$ cat src/rtl/mgt01_mp_reg_file_pkg.sv
// Shared types and constants for the MicroGT multi-port register file.
// The optional write-to-read forwarding is enabled by MGT01_REGFILE_BYPASS_EN.
package mgt01_mp_reg_file_pkg;

  localparam int DEF_DATA_W = 32;
  localparam int DEF_N_REGS = 32;
  localparam int DEF_N_RD   = 2;
  localparam int DEF_N_WR   = 2;
  localparam int DEF_ADDR_W = $clog2(DEF_N_REGS);

  typedef logic [DEF_ADDR_W-1:0] reg_addr_t;
  typedef logic [DEF_DATA_W-1:0] data_bus_t;

  typedef reg_addr_t [DEF_N_RD-1:0] rd_addr_arr_t;
  typedef data_bus_t [DEF_N_RD-1:0] rd_data_arr_t;
  typedef reg_addr_t [DEF_N_WR-1:0] wr_addr_arr_t;
  typedef data_bus_t [DEF_N_WR-1:0] wr_data_arr_t;

  localparam reg_addr_t REG_ZERO = '0;

  // True when addr names the hardwired-zero register in a ZERO_REG build.
  function automatic logic is_zero_reg(input int unsigned addr, input int zero_reg);
    return (zero_reg != 0) && (addr == 0);
  endfunction

endpackage

$ cat src/rtl/mgt01_rf_scoreboard.sv
// Per-register pending scoreboard: reserve sets, writeback clears, reserve wins.
// Forwarded read-out of pending bits under MGT01_REGFILE_BYPASS_EN.
module mgt01_rf_scoreboard
  import mgt01_mp_reg_file_pkg::*;
#(
  parameter int N_REGS   = 32,
  parameter int N_RD     = 2,
  parameter int N_WR     = 2,
  parameter int ZERO_REG = 1,
  parameter int ADDR_W   = $clog2(N_REGS)
) (
  input  logic                         clk_i,
  input  logic                         rst_n_i,
  input  logic                         upd_en_i,
  input  logic                         init_done_i,
  input  logic                         res_en_i,
  input  logic [ADDR_W-1:0]            res_addr_i,
  input  logic [N_WR-1:0]              wr_hit_i,
  input  logic [N_WR-1:0][ADDR_W-1:0]  wr_addr_i,
  input  logic [N_RD-1:0][ADDR_W-1:0]  rd_addr_i,
  output logic [N_RD-1:0]              rd_pending_o
);

  logic [N_REGS-1:0] pend_q;
  logic [N_REGS-1:0] pend_d;

  // Clears applied first so a same-cycle reserve leaves the bit set.
  always_comb begin
    pend_d = pend_q;
    for (int k = 0; k < N_WR; k++) begin
      if (wr_hit_i[k]) pend_d[wr_addr_i[k]] = 1'b0;
    end
    if (res_en_i) pend_d[res_addr_i] = 1'b1;
  end

  always_ff @(posedge clk_i or negedge rst_n_i) begin
    if (!rst_n_i)      pend_q <= '0;
    else if (upd_en_i) pend_q <= pend_d;
  end

  always_comb begin
    rd_pending_o = '0;
    for (int p = 0; p < N_RD; p++) begin
      if (init_done_i && !is_zero_reg(int'(rd_addr_i[p]), ZERO_REG))
        rd_pending_o[p] = pend_q[rd_addr_i[p]];
`ifdef MGT01_REGFILE_BYPASS_EN
      for (int k = 0; k < N_WR; k++) begin
        if (upd_en_i && wr_hit_i[k] && (wr_addr_i[k] == rd_addr_i[p]))
          rd_pending_o[p] = res_en_i && (res_addr_i == rd_addr_i[p]);
      end
`endif
    end
  end

endmodule

$ cat src/rtl/mgt01_mp_reg_file.sv
// Multi-port integer register file with post-reset clear sweep and pending scoreboard.
// Define MGT01_REGFILE_BYPASS_EN to forward same-cycle write data to the read ports.
module mgt01_mp_reg_file
  import mgt01_mp_reg_file_pkg::*;
#(
  parameter  int DATA_W   = 32,
  parameter  int N_REGS   = 32,
  parameter  int N_RD     = 2,
  parameter  int N_WR     = 2,
  parameter  int ZERO_REG = 1,
  localparam int ADDR_W   = $clog2(N_REGS)
) (
  input  logic                         clk_i,
  input  logic                         rst_n_i,
  input  logic                         clk_en_i,
  input  logic [N_RD-1:0][ADDR_W-1:0]  rd_addr_i,
  output logic [N_RD-1:0][DATA_W-1:0]  rd_data_o,
  output logic [N_RD-1:0]              rd_pending_o,
  input  logic [N_WR-1:0]              wr_en_i,
  input  logic [N_WR-1:0][ADDR_W-1:0]  wr_addr_i,
  input  logic [N_WR-1:0][DATA_W-1:0]  wr_data_i,
  input  logic                         res_en_i,
  input  logic [ADDR_W-1:0]            res_addr_i,
  output logic                         init_done_o,
  output logic                         wr_conflict_o
);

  logic [DATA_W-1:0] mem_q [N_REGS];
  logic [ADDR_W-1:0] cnt_q;
  logic              init_done_q;
  logic              conflict_q;
  logic              conflict_d;
  logic [N_WR-1:0]   wr_eff;
  logic              res_eff;
  logic              upd_en;

  assign upd_en = clk_en_i & init_done_q;

  always_comb begin
    wr_eff = '0;
    for (int k = 0; k < N_WR; k++)
      wr_eff[k] = wr_en_i[k] && init_done_q && !is_zero_reg(int'(wr_addr_i[k]), ZERO_REG);
  end

  assign res_eff = res_en_i && init_done_q && !is_zero_reg(int'(res_addr_i), ZERO_REG);

  always_comb begin
    conflict_d = 1'b0;
    for (int i = 0; i < N_WR; i++)
      for (int j = i + 1; j < N_WR; j++)
        if (wr_eff[i] && wr_eff[j] && (wr_addr_i[i] == wr_addr_i[j])) conflict_d = 1'b1;
  end

  always_ff @(posedge clk_i or negedge rst_n_i) begin
    if (!rst_n_i) begin
      cnt_q       <= '0;
      init_done_q <= 1'b0;
      conflict_q  <= 1'b0;
    end else if (clk_en_i) begin
      conflict_q <= conflict_d;
      if (!init_done_q) begin
        cnt_q <= cnt_q + ADDR_W'(1);
        if (cnt_q == ADDR_W'(N_REGS - 1)) init_done_q <= 1'b1;
      end
    end
  end

  // Array has no reset; the sweep clears it. Later ports overwrite earlier ones.
  always_ff @(posedge clk_i) begin
    if (clk_en_i) begin
      if (!init_done_q) begin
        mem_q[cnt_q] <= '0;
      end else begin
        for (int k = 0; k < N_WR; k++)
          if (wr_eff[k]) mem_q[wr_addr_i[k]] <= wr_data_i[k];
      end
    end
  end

  always_comb begin
    rd_data_o = '0;
    for (int p = 0; p < N_RD; p++) begin
      if (init_done_q && !is_zero_reg(int'(rd_addr_i[p]), ZERO_REG))
        rd_data_o[p] = mem_q[rd_addr_i[p]];
`ifdef MGT01_REGFILE_BYPASS_EN
      for (int k = 0; k < N_WR; k++)
        if (upd_en && wr_eff[k] && (wr_addr_i[k] == rd_addr_i[p]))
          rd_data_o[p] = wr_data_i[k];
`endif
    end
  end

  mgt01_rf_scoreboard #(
    .N_REGS   (N_REGS),
    .N_RD     (N_RD),
    .N_WR     (N_WR),
    .ZERO_REG (ZERO_REG),
    .ADDR_W   (ADDR_W)
  ) u_scoreboard (
    .clk_i        (clk_i),
    .rst_n_i      (rst_n_i),
    .upd_en_i     (upd_en),
    .init_done_i  (init_done_q),
    .res_en_i     (res_eff),
    .res_addr_i   (res_addr_i),
    .wr_hit_i     (wr_eff),
    .wr_addr_i    (wr_addr_i),
    .rd_addr_i    (rd_addr_i),
    .rd_pending_o (rd_pending_o)
  );

  assign init_done_o   = init_done_q;
  assign wr_conflict_o = conflict_q;

endmodule
$ cat config.mk
export PLATFORM = sky130hd
export DESIGN_NAME = mgt01_mp_reg_file
export DESIGN_NICKNAME = d
export VERILOG_FILES = /design/src/rtl/mgt01_mp_reg_file_pkg.sv /design/src/rtl/mgt01_rf_scoreboard.sv /design/src/rtl/mgt01_mp_reg_file.sv
export SDC_FILE = /design/constraint.sdc
export NUM_CORES = 2
export LEC_CHECK = 0
export CORE_MARGIN = 2
export CORE_UTILIZATION = 28
export CTS_CLUSTER_SIZE = 14
export DETAILED_ROUTE_END_ITERATION = 10
export MAX_ROUTING_LAYER = met4
export PLACE_DENSITY = 0.51
export SLEW_MARGIN = 20
export SYNTH_ARGS = -nofsm -noshare
export SYNTH_HDL_FRONTEND = slang
export SYNTH_SLANG_ARGS = --single-unit
$ cat constraint.sdc
create_clock -name clk_i -period 6.55 [get_ports clk_i]
set_clock_uncertainty 0.2 [all_clocks]
set_input_delay 1.31 -clock clk_i [delete_from_list [all_inputs] [get_ports clk_i]]
set_output_delay 1.31 -clock clk_i [all_outputs]
set_load 0.01 [all_outputs]
# == Word level (Yosys, flattened, before mapping) ==
# Memories as Yosys holds them, arrays and structs flattened.
# Cells that the tools add are included.
# totals
ff_bits,39
ramBits,1024
output_inout_bits,68
wordCells,82
memories,1
# op_classes
add_sub_neg,1
n_lt_le_gt_ge,8
n_eq_ne,2
muxes,34
bitwise_logic,7
n_reduce_logical,25
# mem_list
name,words,word_bits,read_ports,rd_clocked_by_memory_dff,wr,line,rtl
mem_q,32,32,2,0,2,mgt01_mp_reg_file.sv:28,logic [DATA_W-1:0] mem_q [N_REGS];
# ops
operator,n
$mux 32,6
$and 32x32->32,2
$not 32->32,2
$or 32x32->32,1
$reduce_or 32->1,1
$lt 5x6->1 const B,5
$logic_not 5->1,5
$mux 1,22
$demux 1 s5,3
$ge 5x1->1 const B,3
$logic_and 1x1->1,13
$bmux 1 s5,2
$add 5x1->5 const B,1
$eq 5x5->1,1
$eq 5x5->1 const B,1
$logic_not 1->1,5
$mux 5,1
$reduce_and 2->1,1
$and 1x1->1,1
$not 1->1,1

# == Logic depth before layout (Yosys ltp) ==
# logic_depth
word_depth,11
mapped_depth,9
depth_no_buf,6

# == Modules after synthesis ==
# A second synthesis with hierarchy kept.
# hier_totals
cells_unflattened,5380
area_unflattened_um2,61699.2
# by_module_without_submodules
module,n_inst,cells_per_inst,area_each_um2,seq_area_each_um2
mgt01_mp_reg_file,1,5157,59395.7,30924.7
mgt01_rf_scoreboard,1,223,2303.5,800.8

# == Worst setup path before layout ==
# No wires, ideal clock.
# synth_timing
path_kind,in2reg
startpoint,input port wr_addr_i[4] in the netlist's numbering
endpoint,"memory mem_q[27][0], enable pin"
t_arrival_ns,4.846
path_slack_ns,1.034
cell_stages,6
cell_sequence,clkbuf_1 nor3_4 a21oi_2 buf_2 o31a_1 o31ai_1
# synth_rtl
element,line,rtl
start: declaration,mgt01_mp_reg_file.sv:20,"input logic [N_WR-1:0][ADDR_W-1:0] wr_addr_i,"
end: declaration,mgt01_mp_reg_file.sv:28,

==> summary.txt <==
Yosys
  – Cell taking the most area after synthesis: edfxtp_1
  – Main flop type after synthesis: edfxtp_1
  – Number of synthesized register bits: 1063
  – Syn Inst Count: 5635
  – EDFF count, synth: 1024
  – Top post-synthesis cells by area: edfxtp_1, mux4_2, mux2i_1, o21ai_0, nand2_1
  – Seq/Total Area, Yosys: between 50 and 60%
  – YS warnings: 0
  – Top-area cell type share of the netlist area: around 50%
  – Synth Area per Inst: 10.9 µm²
  – Post-synthesis cell area: a little over 60000 µm²
  – Async S/R FF share, synth: 3.67%
  – Unique masters post-synth: 71
  – Syn Nets: 5732

Hold path
  – WHS Path Cells: 0
  – Worst hold path class: flip-flop to flip-flop

Worst setup path
  – CP Capture Type: primary output
  – Worst Setup Path Type: primary input to primary output
  – Worst endpoint required time: 5.04 ns
  – WP data arrival: 4.46 ns
  – Setup crit start kind: primary input
  – Critical path peak fanout: 12
  – Reg2reg path depth: 8

Cells and area
  – Most common cell after layout, fill and taps aside: nand2_1
  – Commonest non-fill, non-tap cells in the layout: nand2_1, edfxtp_1, o21ai_0
  – Area growth from synthesis to layout: 15.0%
  – Final std cells w/o fill: 8515
  – Final Cell Area: approximately 71000 µm²
  – Fin nets: 5636
  – Share of cells above drive strength 1: approximately 15%
  – Post-layout util: 32.4%

Floorplan
  – Die area: 224000 µm²
  – I/O Pins: 163
  – Rows: 172
  – Initial Utilization: 28.1%
  – Chip height: 473 µm
  – Core area: 219000 µm²
  – Die width: about 470 µm

Clocking
  – CTS Buf Count: 112
  – CTS HTree Levels: 3
  – Post-CTS sizing: 0
  – Latest clock arrival within the worst-skew pair: 0.77 ns
  – Post CTS Setup Buffer Count: 0
  – CTS Buffer Depth: 3
  – CTS sink count: between 1000 and 1500
  – Root buffer cell: clkbuf_16
  – TritonCTS clock tree: yes
  – Clock Pin Slew Worst Setup and Hold Paths: approximately 0.06 ns
  – CTS Hold Bufs: 0

Power
  – Peak VDD IR: ~0.00022 V
  – Leak pwr: 23.5 nW
  – Post-layout power: 18.0 mW
  – Power per cell area: 254 nW/µm²

Detailed routing
  – DRT Wirelength: slightly below 300000 µm
  – DRT Pass-1 Iters: 8
  – Highest Signal Layer: met4
  – Starting DRT DRC Count: 8910
  – WL met2: 126000 µm
  – Avg WL per Cell: between 30 and 40 µm
  – DR vias: 51400
  – Via density: 6.04
  – Met3 WL post-DR: between 30000 and 40000 µm
  – Met1 Wirelength: 113000 µm
  – # DRC: 0
  – Routed Antenna Nets: 0

Global route
  – GRT Total Usage: a little over a quarter
  – Initial antenna violation count: 29
  – GR Overflow Total: 0
  – Largest net degree at the start of global routing: 75
  – Vias in the first global route: 48500
  – First-pass GRT wire length: between 400000 and 500000 µm

STA
  – Slew HR: a little under a fifth
  – Period utilization: 91.2%
  – Final Max Slew Viols: 0
  – Fmax achieved: 167 MHz
  – Setup_tns: 0 ns
  – RSZ-0062 raised after global routing: false
  – Final setup margin: ~0.58 ns
  – Post-Route Hold Slack: 0.220 ns
  – Min cycle time layout: 5.97 ns
  – Final setup vio count: 0
  – Worst-Margin Slew: 1.23 ns
  – Final Hold Vio Count: 0

Placed design
  – Setup WS pre-CTS: 0.703 ns
  – Placed insts: 8296
  – DP HPWL: 180000 µm
  – Number of port buffers: 162
  – Placed cell areas: 67400 µm²
  – Placer Congestion: 0.915

Status
  – Status: completed

Run
  – MaxCap Viol Count: 0
==> area by class of cell <==
type / instances / area [µm²]
antenna: 15 / 37.5
fill: 21800 / 148000
inverter: 60 / 225
clock buffer: 149 / 3090
multi-input combinational: 3881 / 27700
tap: 2871 / 3590
clock inverter: 55 / 448
timing repair buffer: 421 / 4190
sequential: 1063 / 31700
==> registers in the layout, indices dropped and copies added (netlist names) <==
register,flops
init_done_o,1
cnt_q,5
wr_conflict_o,1
u_scoreboard.pend_q,32
mem_q,1024
==> cell usage after synthesis (all sizes together), types with 60 or more instances <==
cell type and number:
mux4 260, clkbuf 373, nand3 178, edfxtp 1024, nand2 1153, a21oi 78, buf 258, nand4 73
a22oi 281, inv 60, mux2i 536, o21ai 1034
==> critical path, cell delays in order <==
cell and delay (ns):
clkdlybuf4s50_1 0.68, nand3_2 0.73, buf_4 0.45, buf_4 0.18, a21oi_1 0.12, nand3_1 0.11, nand4_1 0.24, clkdlybuf4s50_1 0.61
==> power breakdown <==
part / internal, mW / switching [mW]
Combinational: 1.09 / 2.24
Clock: 3.56 / 2.96
Sequential: 7.91 / 0.223
Total: 12.6 / 5.43
==> metal layers <==
layer,vias to the layer above,global-route usage [%]
li1,21000,-
met1,25600,34.1
met2,3896,38.0
met3,903,6.39
met4,0,14.2
met5,-,-
==> path summary, 6_finish.rpt <==
kind / startpoint / to / slack (ns)
hold reg to reg: u_scoreboard.pend_q[0] / u_scoreboard.pend_q[0] / 0.22
max in group asynchronous: rst_n_i / init_done_o / 5.01
min in group asynchronous: rst_n_i / wr_conflict_o / 0.49
hold / removal: u_scoreboard.pend_q[0] / u_scoreboard.pend_q[0] / 0.22
setup reg to reg: init_done_o / mem_q[18][30] / 2.33
setup / recovery: rd_addr_i[4] / rd_data_o[10] / 0.58
==> cells by family after synthesis <==
family | after synthesis | share of synthesized area [%]
mux | 798 | 18.2
buf+inv | 691 | 4.99
xor+xnor | 7 | 0.0994
compound gates | 1528 | 14.1
fa+ha+maj | 2 | 0.0406
simple gates | 1546 | 11.1
flops | 1063 | 51.4
Power figures use the tool's default switching activity.
